$ cat config.mk
export PLATFORM = sky130hd
export DESIGN_NAME = hilo_muldiv_ctl
export DESIGN_NICKNAME = d
export VERILOG_FILES = /design/src/rtl/hilo_muldiv_ctl.sv
export SDC_FILE = /design/constraint.sdc
export NUM_CORES = 1
export LEC_CHECK = 0
export CAP_MARGIN = 30
export CORE_MARGIN = 5
export CORE_UTILIZATION = 54
export CTS_CLUSTER_SIZE = 25
export DETAILED_ROUTE_END_ITERATION = 8
export GPL_TIMING_DRIVEN = 0
export PLACE_DENSITY = 0.79
export SYNTH_ARGS = -nofsm -noshare
export SYNTH_HDL_FRONTEND = slang
export SYNTH_SLANG_ARGS = --single-unit
$ cat constraint.sdc
create_clock -name clk -period 4.8 [get_ports clk]
set_input_delay 0.72 -clock clk [delete_from_list [all_inputs] [get_ports clk]]
set_output_delay 0.72 -clock clk [all_outputs]
set_load 0.005 [all_outputs]
$ cat src/rtl/hilo_muldiv_ctl.sv
// HI/LO multiply-accumulate unit: decodes ALUOp/Funct, runs an iterative shift-add
// multiplier (BPC bits per cycle) and owns the architectural HI/LO registers.
module hilo_muldiv_ctl #(
    parameter int unsigned WIDTH = 32,
    parameter int unsigned BPC   = 1
) (
    input  logic             clk,
    input  logic             rst,
    input  logic             valid,
    input  logic [1:0]       ALUOp,
    input  logic [5:0]       Funct,
    input  logic [WIDTH-1:0] src_a,
    input  logic [WIDTH-1:0] src_b,
    output logic [WIDTH-1:0] hilo_rd,
    output logic             hilo_sel,
    output logic             stall,
    output logic             busy,
    output logic             done,
    output logic             illegal,
    output logic [WIDTH-1:0] hi,
    output logic [WIDTH-1:0] lo
);

    localparam int unsigned N  = WIDTH / BPC;
    localparam int unsigned CW = (N > 1) ? $clog2(N) : 1;
    localparam int unsigned PW = 2 * WIDTH;

    typedef enum logic [1:0] {IDLE, CALC, WB} state_t;
    typedef enum logic [1:0] {MOP_MULTU, MOP_MADDU, MOP_MSUBU} mop_t;

    state_t           state_q;
    mop_t             op_q;
    mop_t             dec_op;
    logic             dec_mul, dec_mfhi, dec_mflo, dec_mthi, dec_mtlo, dec_unk;
    logic [WIDTH-1:0] hi_q, lo_q, mplier_q;
    logic [PW-1:0]    mcand_q, prod_q, pp_d, prod_d, acc_d;
    logic [CW-1:0]    cnt_q;
    logic             done_q, illegal_q;

    always_comb begin
        dec_mul  = 1'b0;
        dec_mfhi = 1'b0;
        dec_mflo = 1'b0;
        dec_mthi = 1'b0;
        dec_mtlo = 1'b0;
        dec_unk  = 1'b0;
        dec_op   = MOP_MULTU;
        case (ALUOp)
            2'b10: begin
                case (Funct)
                    6'd25:   dec_mul  = 1'b1;
                    6'd16:   dec_mfhi = 1'b1;
                    6'd17:   dec_mthi = 1'b1;
                    6'd18:   dec_mflo = 1'b1;
                    6'd19:   dec_mtlo = 1'b1;
                    default: ;
                endcase
            end
            2'b11: begin
                case (Funct)
                    6'd0:    dec_mul = 1'b1;
                    6'd1:    begin dec_mul = 1'b1; dec_op = MOP_MADDU; end
                    6'd5:    begin dec_mul = 1'b1; dec_op = MOP_MSUBU; end
                    default: dec_unk = 1'b1;
                endcase
            end
            default: ;
        endcase
    end

    // Multiplicand is pre-shifted each cycle, so the partial product needs no
    // counter-scaled shifter.
    always_comb begin
        pp_d = '0;
        for (int unsigned j = 0; j < BPC; j++) begin
            if (mplier_q[j]) pp_d = pp_d + (mcand_q << j);
        end
        prod_d = prod_q + pp_d;
        case (op_q)
            MOP_MADDU: acc_d = {hi_q, lo_q} + prod_q;
            MOP_MSUBU: acc_d = {hi_q, lo_q} - prod_q;
            default:   acc_d = prod_q;
        endcase
    end

    always_ff @(posedge clk) begin
        if (rst) begin
            state_q   <= IDLE;
            op_q      <= MOP_MULTU;
            hi_q      <= '0;
            lo_q      <= '0;
            mplier_q  <= '0;
            mcand_q   <= '0;
            prod_q    <= '0;
            cnt_q     <= '0;
            done_q    <= 1'b0;
            illegal_q <= 1'b0;
        end else begin
            done_q    <= 1'b0;
            illegal_q <= valid & dec_unk;
            case (state_q)
                IDLE: begin
                    if (valid && dec_mul) begin
                        mcand_q  <= {{WIDTH{1'b0}}, src_a};
                        mplier_q <= src_b;
                        prod_q   <= '0;
                        cnt_q    <= '0;
                        op_q     <= dec_op;
                        state_q  <= CALC;
                    end else if (valid && dec_mthi) begin
                        hi_q <= src_a;
                    end else if (valid && dec_mtlo) begin
                        lo_q <= src_a;
                    end
                end
                CALC: begin
                    prod_q   <= prod_d;
                    mcand_q  <= mcand_q << BPC;
                    mplier_q <= mplier_q >> BPC;
                    cnt_q    <= cnt_q + CW'(1);
                    if (cnt_q == CW'(N - 1)) state_q <= WB;
                end
                WB: begin
                    {hi_q, lo_q} <= acc_d;
                    done_q       <= 1'b1;
                    state_q      <= IDLE;
                end
                default: state_q <= IDLE;
            endcase
        end
    end

    assign busy     = (state_q != IDLE);
    assign stall    = valid & busy & (dec_mul | dec_mfhi | dec_mflo | dec_mthi | dec_mtlo);
    assign hilo_sel = valid & (dec_mfhi | dec_mflo);
    assign hilo_rd  = dec_mfhi ? hi_q : lo_q;
    assign done     = done_q;
    assign illegal  = illegal_q;
    assign hi       = hi_q;
    assign lo       = lo_q;

endmodule

==> flow_summary.yaml <==
cts:
  htree_levels: 1
  root_buffer: "clkbuf_16"
  cts_tree: "done"
  clk_pin_slew_worst_paths_ps: 60
  cts_buffer_depth: 3
  cts_inserted_buffers: 28
  clock_latency_ps: 610
  cts_hold_buffers: 0
  clock-sinks: 235
pwr:
  p_leak_nw: 9.635
  totalPowerFinal_mw: 4.548
  ir_drop_mv: 0.2579
  power.density_nw_per_um2: 189.9
cells_and_area:
  instances_no_fill: 3313
  final_layout_size_suffix_gt1_share_pct: 11.88
  final_area_um2: 23960
  nNetsFinal: 3040
  nFillCells: 2974
  synthToLayoutAreaGrowth_pct: 25.60
placed_design:
  placed_cell_area_um2: 21420
  routabilityCongestion: 1.119
  port_buffers: 174
  dp_hpwl_um: 62820
  place_inst: 3213
timing:
  finalSetupViolCount: 12
  slew_headroom_pct: 26.04
  hold_viol: 0
  whs_ps: 479.1
  setup_slack_ps: -567.4
  worstMarginPinSlew_ps: 1109
  fin_worst_skew_ps: 35.55
  drv_slew: 0
  rsz0062_at_grt: "yes"
  tns_ps: -2896
  timing.final.crit_share_pct: 111.8
  fmax_ghz: 0.1863
  period_needed_ps: 5367
floorplanning:
  die_w_um: 197.9
  die-height_um: 197.9
  rows: 68
  io_pins: 176
  start_util_pct: 54.95
  core_area_um2: 34710
  die_area_um2: 39180
yosys:
  yosysWarningCount: 0
  synth_largest_area_cell: "dfxtp_1"
  ys_seq_area_share_pct: 24.66
  synthTopCellsByCount: "321 x nand2_1, 295 x nor2_1, 256 x a21oi_1"
  synthTopCellsByArea: "dfxtp_1 25%, ha_1 8.5%, a21oi_1 6.7%"
  synth_most_common_cell: "nand2_1"
  synth-edff-count: 0
  synthFlopType: "dfxtp_1"
  synth_top_area_share_pct: 24.66
  synth_seq_cells: 235
  postSynthAreaPerCell_um2: 7.382
  syn_inst: 2584
  netlist_area_um2: 19070
  synthArstFlopShare_pct: 0
  synth_cell_type_count: 79
  synth_fp_nets: 2791
grt:
  grt_max_degree: 17
  grt.overflow.total: 0
  grt_use_met3_pct: 9.290
  antenna_found_initial: 1
  met1_usage_pct: 51.68
  first_global_vias: 19990
  met2_usage_pct: 61.81
  grtUsageTotal_pct: 39.46
  grt_pass1_wl_um: 120000
  grt-busiest-layer: "met2"
hold_path:
  hp-class: "flip-flop to flip-flop"
  hold_start: "mplier_q[19]"
  whs_path_depth: 2
  min_to: "mplier_q[18]"
worst_setup_path:
  r2r_slack_ps: -570
  path_cells: "buf_6 > or4_4 > nor3_4 > nand2_1 > or3_4 > nor3_4 > and2_4 > nand2_4 > nor2_4 > nor2_4 > xnor2_2 > ha_4 > a21o_1 > a21o_1 > a21oi_4 > a21oi_2 > nor3_2 > o21a_1 > o21ai_4 > or4_4 > a31oi_4 > xnor2_2 > a2111oi_2"
  rr_worst_depth: 23
  cp-start-kind: "flip-flop"
  cpMaxStageDelayCell: "or4_4"
  required_ps: 5300
  cp-end-kind: "flip-flop"
  cp.arrival_ps: 5870
  rr_endpoint: "hi[31]"
  critPathKind: "flip-flop to flip-flop"
  crit_fanout: 6
  rr_startpoint: "prod_q[26]"
  cpPeakStageDelay_ps: 540
run_status:
  outcome: "complete, but fails checks"
  violations: "negative setup slack"
route:
  drc: 0
  routed_wl_um: 82570
  vias: 21780
  drtAntennaViolNets: 0
  first_pass_iters: 7
  drt-initial-drc-count: 2877
  wl_per_cell_um: 24.92
  detail_route.vias_per_cell: 6.573
job:
  drv_cap: 0
[flip-flops by register name, summed over array words and instances (netlist names)]
register	flops
cnt_q	5
prod_q	64
lo	32
op_q	2
illegal	1
state_q	2
mcand_q	64
hi	32
done	1
mplier_q	32
[routing by layer]
metal | wire (um) | up-vias
met2 | 35590 | 1417
met4 | 5046 | 0
met1 | 31110 | 10150
met3 | 10830 | 312
li1 | - | 9899
met5 | 0 | -
[kinds of logic after synthesis]
| logic type | synth area share [%] |
|---|---|
| adder cells (fa/ha/maj) | 8.737 |
| AND/OR/NAND/NOR | 22.07 |
| buffers and inverters | 4.893 |
| multiplexers | 2.486 |
| flip-flops | 24.66 |
| AO/OA/AOI/OAI | 29.07 |
| XOR/XNOR | 8.081 |
[metrics by stage]
step / utilization, % / setup slack, ps
2_1_floorplan: - / 6.728
3_3_place_gp: 61.70 / -1186
3_5_place_dp: 61.70 / -1256
4_1_cts: 66.14 / -365.9
5_1_grt: 69.00 / -644.5
6_report: 69.01 / -567.4
[cell type report]
cell class	instances	area, um2	share of cell area (%)
buffer	156	620.6	2.590
clock buffer	44	840.8	3.510
tap	455	569.3	2.376
inverter	61	229.0	0.9558
timing repair buffer	245	2316	9.667
antenna	4	10.01	0.04178
clock inverter	7	113.9	0.4753
multi-input combinational	2106	14530	60.67
sequential	235	4723	19.72
[where the power goes]
| part | switching (mW) | leakage [nW] | internal, mW |
|---|---|---|---|
| clock | 0.929 | 0.468 | 1.31 |
| sequential | 0.00788 | 1.90 | 1.96 |
| combinational | 0.208 | 7.27 | 0.137 |
| total | 1.14 | 9.64 | 3.40 |
[cell usage in the layout, fill, tap and decap left out, types with 10 or more instances in the layout]
cell type and n:
buf_6 13, nand3_1 16, clkbuf_16 28, nand2_1 314, nor2b_1 14, and3_1 18, mux2_2 34, ha_4 15
buf_1 12, a22oi_1 65, o21bai_1 30, a21o_1 76, a311oi_1 56, and2_1 72, inv_1 58, nor2_1 284
o211ai_1 55, ha_1 104, nor3_1 41, clkdlybuf4s50_1 174, xnor2_2 19, a31oi_1 21, a211oi_1 21, clkbuf_1 142
a21oi_2 22, o21a_1 22, ha_2 11, xnor2_1 100, dfxtp_1 228, o21ai_0 114, a222oi_1 10, nand4_1 44
xor2_1 56, nand2b_1 15, a21oi_1 229, buf_4 62, o221ai_1 10
[repair_timing]
action	in CTS	in global routing
setup endpoints to repair	34	33
hold endpoints to repair	0	0
buffers inserted	31	42
pin swaps	41	95
resized for setup	105	147
[worst max path at each step]
stage               slack (ps)  cells after the start     end  startpoint
detailed placement       -1260                     21  hi[31]   prod_q[8]
global route              -640                     23  hi[31]   prod_q[6]
CTS                       -370                     20  hi[31]   prod_q[9]
floorplan                    7                     20  hi[31]   prod_q[9]
finish                    -570                     23  hi[31]  prod_q[26]
global placement         -1190                     21  hi[31]   prod_q[8]
[worst max-delay path: cells and delay by family (launching register included)]
kind	cells	cell delay [ps]
flip-flops	1	320
XOR/XNOR	2	330
adder cells (fa/ha/maj)	1	270
AO/OA/AOI/OAI	8	1430
AND/OR/NAND/NOR	11	2790
buffers and inverters	1	120
No activity file was read; power rests on OpenSTA's default activity.
